===== src/rtl/adc_spi_capture.sv =====
// adc_spi_capture: drives a dual-channel serial ADC and captures one 12-bit
// sample per channel per frame.
//
// Frame: CS_N low, 16 SCLK rising edges (SCLK idles high). Data is shifted in
// MSB first on each SCLK rise. The first 4 bits are leading zeros and are not
// kept. The last 12 bits become POT/REF. A quiet period of QUIET_CYC cycles
// follows each frame.
//
// Parameters
//   CLK_DIV   clk cycles per SCLK half-period (2..255)
//   QUIET_CYC minimum clk cycles in QUIET after a frame (1..255)
// Ports
//   clk      system clock, rising edge
//   rst      synchronous active-high reset
//   Ena_ADC  level-sensitive conversion enable
//   SDATA0   serial data, channel 0 (potentiometer)
//   SDATA1   serial data, channel 1 (reference)
//   CS_N     ADC chip select, active low, registered
//   SCLK     ADC serial clock, registered, idles high
//   POT      last completed channel-0 sample, zero-extended to 18 bits
//   REF      last completed channel-1 sample, zero-extended to 18 bits
//   valid    one-cycle pulse when POT/REF update
//   busy     high in CONV and QUIET
module adc_spi_capture #(
   parameter int unsigned CLK_DIV   = 4,
   parameter int unsigned QUIET_CYC = 8
) (
   input  logic        clk,
   input  logic        rst,
   input  logic        Ena_ADC,
   input  logic        SDATA0,
   input  logic        SDATA1,
   output logic        CS_N,
   output logic        SCLK,
   output logic [17:0] POT,
   output logic [17:0] REF,
   output logic        valid,
   output logic        busy
);

   localparam logic [7:0] DivLast   = 8'(CLK_DIV - 1);
   localparam logic [7:0] QuietLast = 8'(QUIET_CYC - 1);

   typedef enum logic [1:0] {StIdle, StConv, StQuiet} state_e;

   state_e      state_q;
   logic [7:0]  div_q;
   logic [4:0]  bit_q;
   logic [7:0]  quiet_q;
   logic [11:0] sh0_q;
   logic [11:0] sh1_q;
   logic        cs_n_q;
   logic        sclk_q;
   logic [17:0] pot_q;
   logic [17:0] ref_q;
   logic        valid_q;
   logic        busy_q;

   always_ff @(posedge clk) begin
      if (rst) begin
         state_q <= StIdle;
         div_q   <= '0;
         bit_q   <= '0;
         quiet_q <= '0;
         sh0_q   <= '0;
         sh1_q   <= '0;
         cs_n_q  <= 1'b1;
         sclk_q  <= 1'b1;
         pot_q   <= '0;
         ref_q   <= '0;
         valid_q <= 1'b0;
         busy_q  <= 1'b0;
      end else begin
         valid_q <= 1'b0;
         unique case (state_q)
            StIdle: begin
               if (Ena_ADC) begin
                  state_q <= StConv;
                  cs_n_q  <= 1'b0;
                  sclk_q  <= 1'b1;
                  div_q   <= '0;
                  bit_q   <= '0;
                  busy_q  <= 1'b1;
               end
            end
            StConv: begin
               if (div_q == DivLast) begin
                  div_q  <= '0;
                  sclk_q <= ~sclk_q;
                  // SCLK currently low, so this toggle is a rising edge: sample.
                  if (!sclk_q) begin
                     // 16 bits shift through 12-bit registers; the leading
                     // zeros fall off the top.
                     sh0_q <= {sh0_q[10:0], SDATA0};
                     sh1_q <= {sh1_q[10:0], SDATA1};
                     bit_q <= bit_q + 5'd1;
                     if (bit_q == 5'd15) begin
                        state_q <= StQuiet;
                        cs_n_q  <= 1'b1;
                        sclk_q  <= 1'b1;
                        pot_q   <= {6'd0, sh0_q[10:0], SDATA0};
                        ref_q   <= {6'd0, sh1_q[10:0], SDATA1};
                        valid_q <= 1'b1;
                        quiet_q <= '0;
                     end
                  end
               end else begin
                  div_q <= div_q + 8'd1;
               end
            end
            StQuiet: begin
               // Enable is ignored here, so a frame always ends with a full quiet period.
               if (quiet_q == QuietLast) begin
                  state_q <= StIdle;
                  busy_q  <= 1'b0;
               end else begin
                  quiet_q <= quiet_q + 8'd1;
               end
            end
            default: begin
               state_q <= StIdle;
               cs_n_q  <= 1'b1;
               sclk_q  <= 1'b1;
               busy_q  <= 1'b0;
            end
         endcase
      end
   end

   assign CS_N  = cs_n_q;
   assign SCLK  = sclk_q;
   assign POT   = pot_q;
   assign REF   = ref_q;
   assign valid = valid_q;
   assign busy  = busy_q;

endmodule


===== config.mk =====
export PLATFORM = sky130hd
export DESIGN_NAME = adc_spi_capture
export DESIGN_NICKNAME = d
export VERILOG_FILES = /design/src/rtl/adc_spi_capture.sv
export SDC_FILE = /design/constraint.sdc
export NUM_CORES = 1
export LEC_CHECK = 0
export ABC_AREA = 1
export CAP_MARGIN = 20
export CORE_ASPECT_RATIO = 0.9
export CORE_MARGIN = 5
export CORE_UTILIZATION = 45
export DETAILED_ROUTE_END_ITERATION = 8
export PLACE_DENSITY = 0.64
export RECOVER_POWER = 50
export SYNTH_ARGS = -nofsm -noshare
export SYNTH_HDL_FRONTEND = slang
export SYNTH_SLANG_ARGS = --single-unit
export TNS_END_PERCENT = 10

===== constraint.sdc =====
create_clock -name clk -period 3.7 [get_ports clk]
set_input_delay 0.74 -clock clk [delete_from_list [all_inputs] [get_ports clk]]
set_output_delay 0.74 -clock clk [all_outputs]
set_load 0.02 [all_outputs]

==> metrics.md <==
| Metric | Value |
|---|---|
| Status | `complete, no violations` |
| Sinks on Clock Net | `73` |
| Post-cts repair resize count | `0` |
| DP HPWL | `4050 µm` |
| Relative area change from synthesis to final layout | `15.6%` |
| Hold-fix buffers at CTS | `0` |
| Most common library cell in the layout ignoring fill and taps | `nand2_1` |
| Type of the worst setup path | `reg2reg` |
| Global-route usage over all layers | `0.144` |
| Instance count of the mapped netlist | `430` |
| Number of hold-slack violations in the final timing report | `0` |
| Max-cap check violation count | `0` |
| Syn. warnings | `0` |
| Per-instance average area after synthesis | `7.54 µm²` |
| Area share of the leading cell type in the synthesized netlist | `0.451` |
| Type of the tightest min-delay check | `reg2reg` |
| Sequential share of the synthesized area | `0.451` |
| Deepest clock path buffer count | `2` |
| Number of levels the H-tree was split into | `3` |
| Root buf cell | `clkbuf_8` |
| Data arrival, critical path | `between 2000 and 3000 ps` |
| Global-route wire length before repair | `10700 µm` |
| Die Span X | `around 100 µm` |
| Worst Clk Skew | `12.3 ps` |
| First DRT Iteration DRCs | `119` |
| Gp weighted congestion | `0.776` |
| Cell count after placement | `around 540` |
| Clock transition at the register clock pins on the worst setup and hold paths after CTS | `80 ps` |
| Kind of launch point of the worst setup path | `register` |
| Count of state elements after synthesis | `73` |
| Min-Delay Path Depth | `2` |
| Required @ worst endpoint | `3910 ps` |
| Leading cell types by total area after synthesis | `dfxtp_1 45%, nand2_1 12%, a21oi_1 6.5%, nor2_1 6.1%, inv_1 5.0%` |
| Quantity of I/O buffers inserted on ports | `32` |
| Total routed wire length on the met1 layer | `between 3000 and 4000 µm` |
| Portion of the clock cycle consumed by the worst path in the final layout | `0.649` |
| Initial antenna violation count | `0` |
| Sum of overflow across all layers after global routing | `0` |
| Setup repair after global routing missed its margin | `false` |
| Detailed-route via count | `2664` |
| Final total power | `between 1500 and 2000 µW` |
| Met3 Routed Length | `357 µm` |
| Sum of negative setup slack | `0 ps` |
| WL/cell | `~11 µm` |
| Power density normalized to cell area | `433 nW/µm²` |
| Final antenna-violating net count | `0` |
| Total of endpoints with negative setup slack in the final report | `0` |
| Netlist area before placement | `3240 µm²` |
| Leakage component of the power | `between 0.0015 and 0.002 µW` |
| Least-Margin Pin Slew | `1050 ps` |
| Pre-CTS setup slack | `roughly 1400 ps` |
| Top Ports | `45` |
| Core footprint | `7040 µm²` |
| CTS tree | `done` |
| CTS Buf Count | `9` |
| Unique cell type count in the Yosys netlist | `34` |
| Vert. Die Dim | `90.5 µm` |
| Worst ir drop on vdd | `~0.28 mV` |
| Area enclosed by the die boundary | `9000 µm²` |
| Clock latency at the later pin of the worst-skew pair | `350 ps` |
| Starting utilization of the core area | `0.460` |
| Via density | `around 4.8` |
| Logic depth of the worst register-to-register path | `7` |
| Setup fix buffers added after clock tree synthesis | `0` |
| Layout net count | `468` |
| Sum of met2 wire segment lengths after detailed routing | `2750 µm` |
| CP Capture Type | `register` |
| Number of max-slew violations in the final report | `0` |
| Commonest cells after routing, fill and taps aside | `102 x nand2_1, 73 x dfxtp_1, 55 x nor2_1, 44 x inv_1, 42 x a21oi_1` |
| Largest net degree at the start of global routing | `55` |
| Maximum net fanout on the critical path | `34` |
| Final period demand of the worst path | `approximately 2400 ps` |
| Top layer in use | `met4` |
| Final WS setup | `between 1000 and 1500 ps` |
| Final cell count without fillers | `557` |
| TritonRoute pass-1 iters | `4` |
| Post-synth top area cell | `dfxtp_1` |
| Max Freq | `0.417 GHz` |
| Rel. slew slack | `0.301` |
| DRC violations left | `0` |
| Via count of the first global-routing pass | `2396` |
| FP Rows | `29` |
| Antenna cell count | `0` |
| DRT Wirelength | `6180 µm` |
| Min Hold Slack | `462 ps` |
| Share of layout cells above drive strength 1 | `0.0711` |
power breakdown:
group | internal [µW] | switching (µW)
Combinational | 33.4 | 87.5
Sequential | 799 | 9.79
Clock | 400 | 294
metal layers:
metal,up-vias,global-route usage
li1,1408,-
met3,7,0.0502
met2,55,0.220
met4,0,0.0557
met1,1194,0.186
met5,-,0
state kept, by name, indices dropped and copies added (netlist names):
register / cells
CS_N: 1
POT: 12
REF: 12
SCLK: 1
bit_q: 5
busy: 1
div_q: 8
quiet_q: 8
sh0_q: 11
sh1_q: 11
state_q: 2
valid: 1
cells by family (layout without fill, tap and decap cells):
logic type               after synthesis  in the layout  synth area share
AO/OA/AOI/OAI                         61             61             0.100
XOR/XNOR                               2              2           0.00541
adder cells (fa/ha/maj)                4              4            0.0154
buffers and inverters                 72             95             0.109
flip-flops                            73             73             0.451
other                                  1             12           0.00116
AND/OR/NAND/NOR                      217            217             0.318
worst max-delay path, cell delays in order (launching register included):
cell     delay (ps)
dfxtp_1         380
ha_1            240
nand2_1          90
nor2_1          330
nand4_1         550
buf_4           460
nor2_1          160
nor3b_2          60
worst paths after layout:
kind / to / slack [ps] / startpoint
max: REF[5] / 1300 / div_q[0]
min reg2reg: busy / 460 / busy
min: busy / 460 / busy
max reg2reg: REF[5] / 1300 / div_q[0]
stage by stage:
step,area (µm²),utilization
after floorplan,3280,-
after global placement,3550,0.504
after detailed placement,3550,0.504
after CTS,3770,0.535
after global routing,3750,0.532
final,3750,0.532
synth_stat cells:
cell / number
buf_6: 4
o21ai_2: 1
conb_1: 1
buf_1: 1
inv_2: 1
a21o_1: 1
nor3b_1: 10
nand3_1: 28
nor3_1: 1
nand4_1: 4
nor2_4: 2
ha_1: 4
nor2_2: 1
inv_1: 43
or2_2: 2
o21bai_1: 1
o211ai_1: 2
and3_1: 1
o21ai_0: 9
nand3b_1: 1
a21oi_1: 42
nand3_2: 2
xor2_1: 2
nor3b_2: 10
o21ai_1: 3
buf_4: 14
buf_2: 1
nand2_2: 1
nor2_1: 53
clkbuf_1: 8
o21a_1: 1
nand2_1: 101
dfxtp_1: 73
a211oi_1: 1
layout make-up:
class,count,area (µm²)
Clock buffer,12,145
Clock inverter,4,76.3
Fill cell,721,3290
Inverter,44,165
Multi-Input combinational cell,296,1450
Sequential cell,73,1460
Tap cell,93,116
Timing Repair Buffer,35,334
Power figures use the tool's default switching activity.
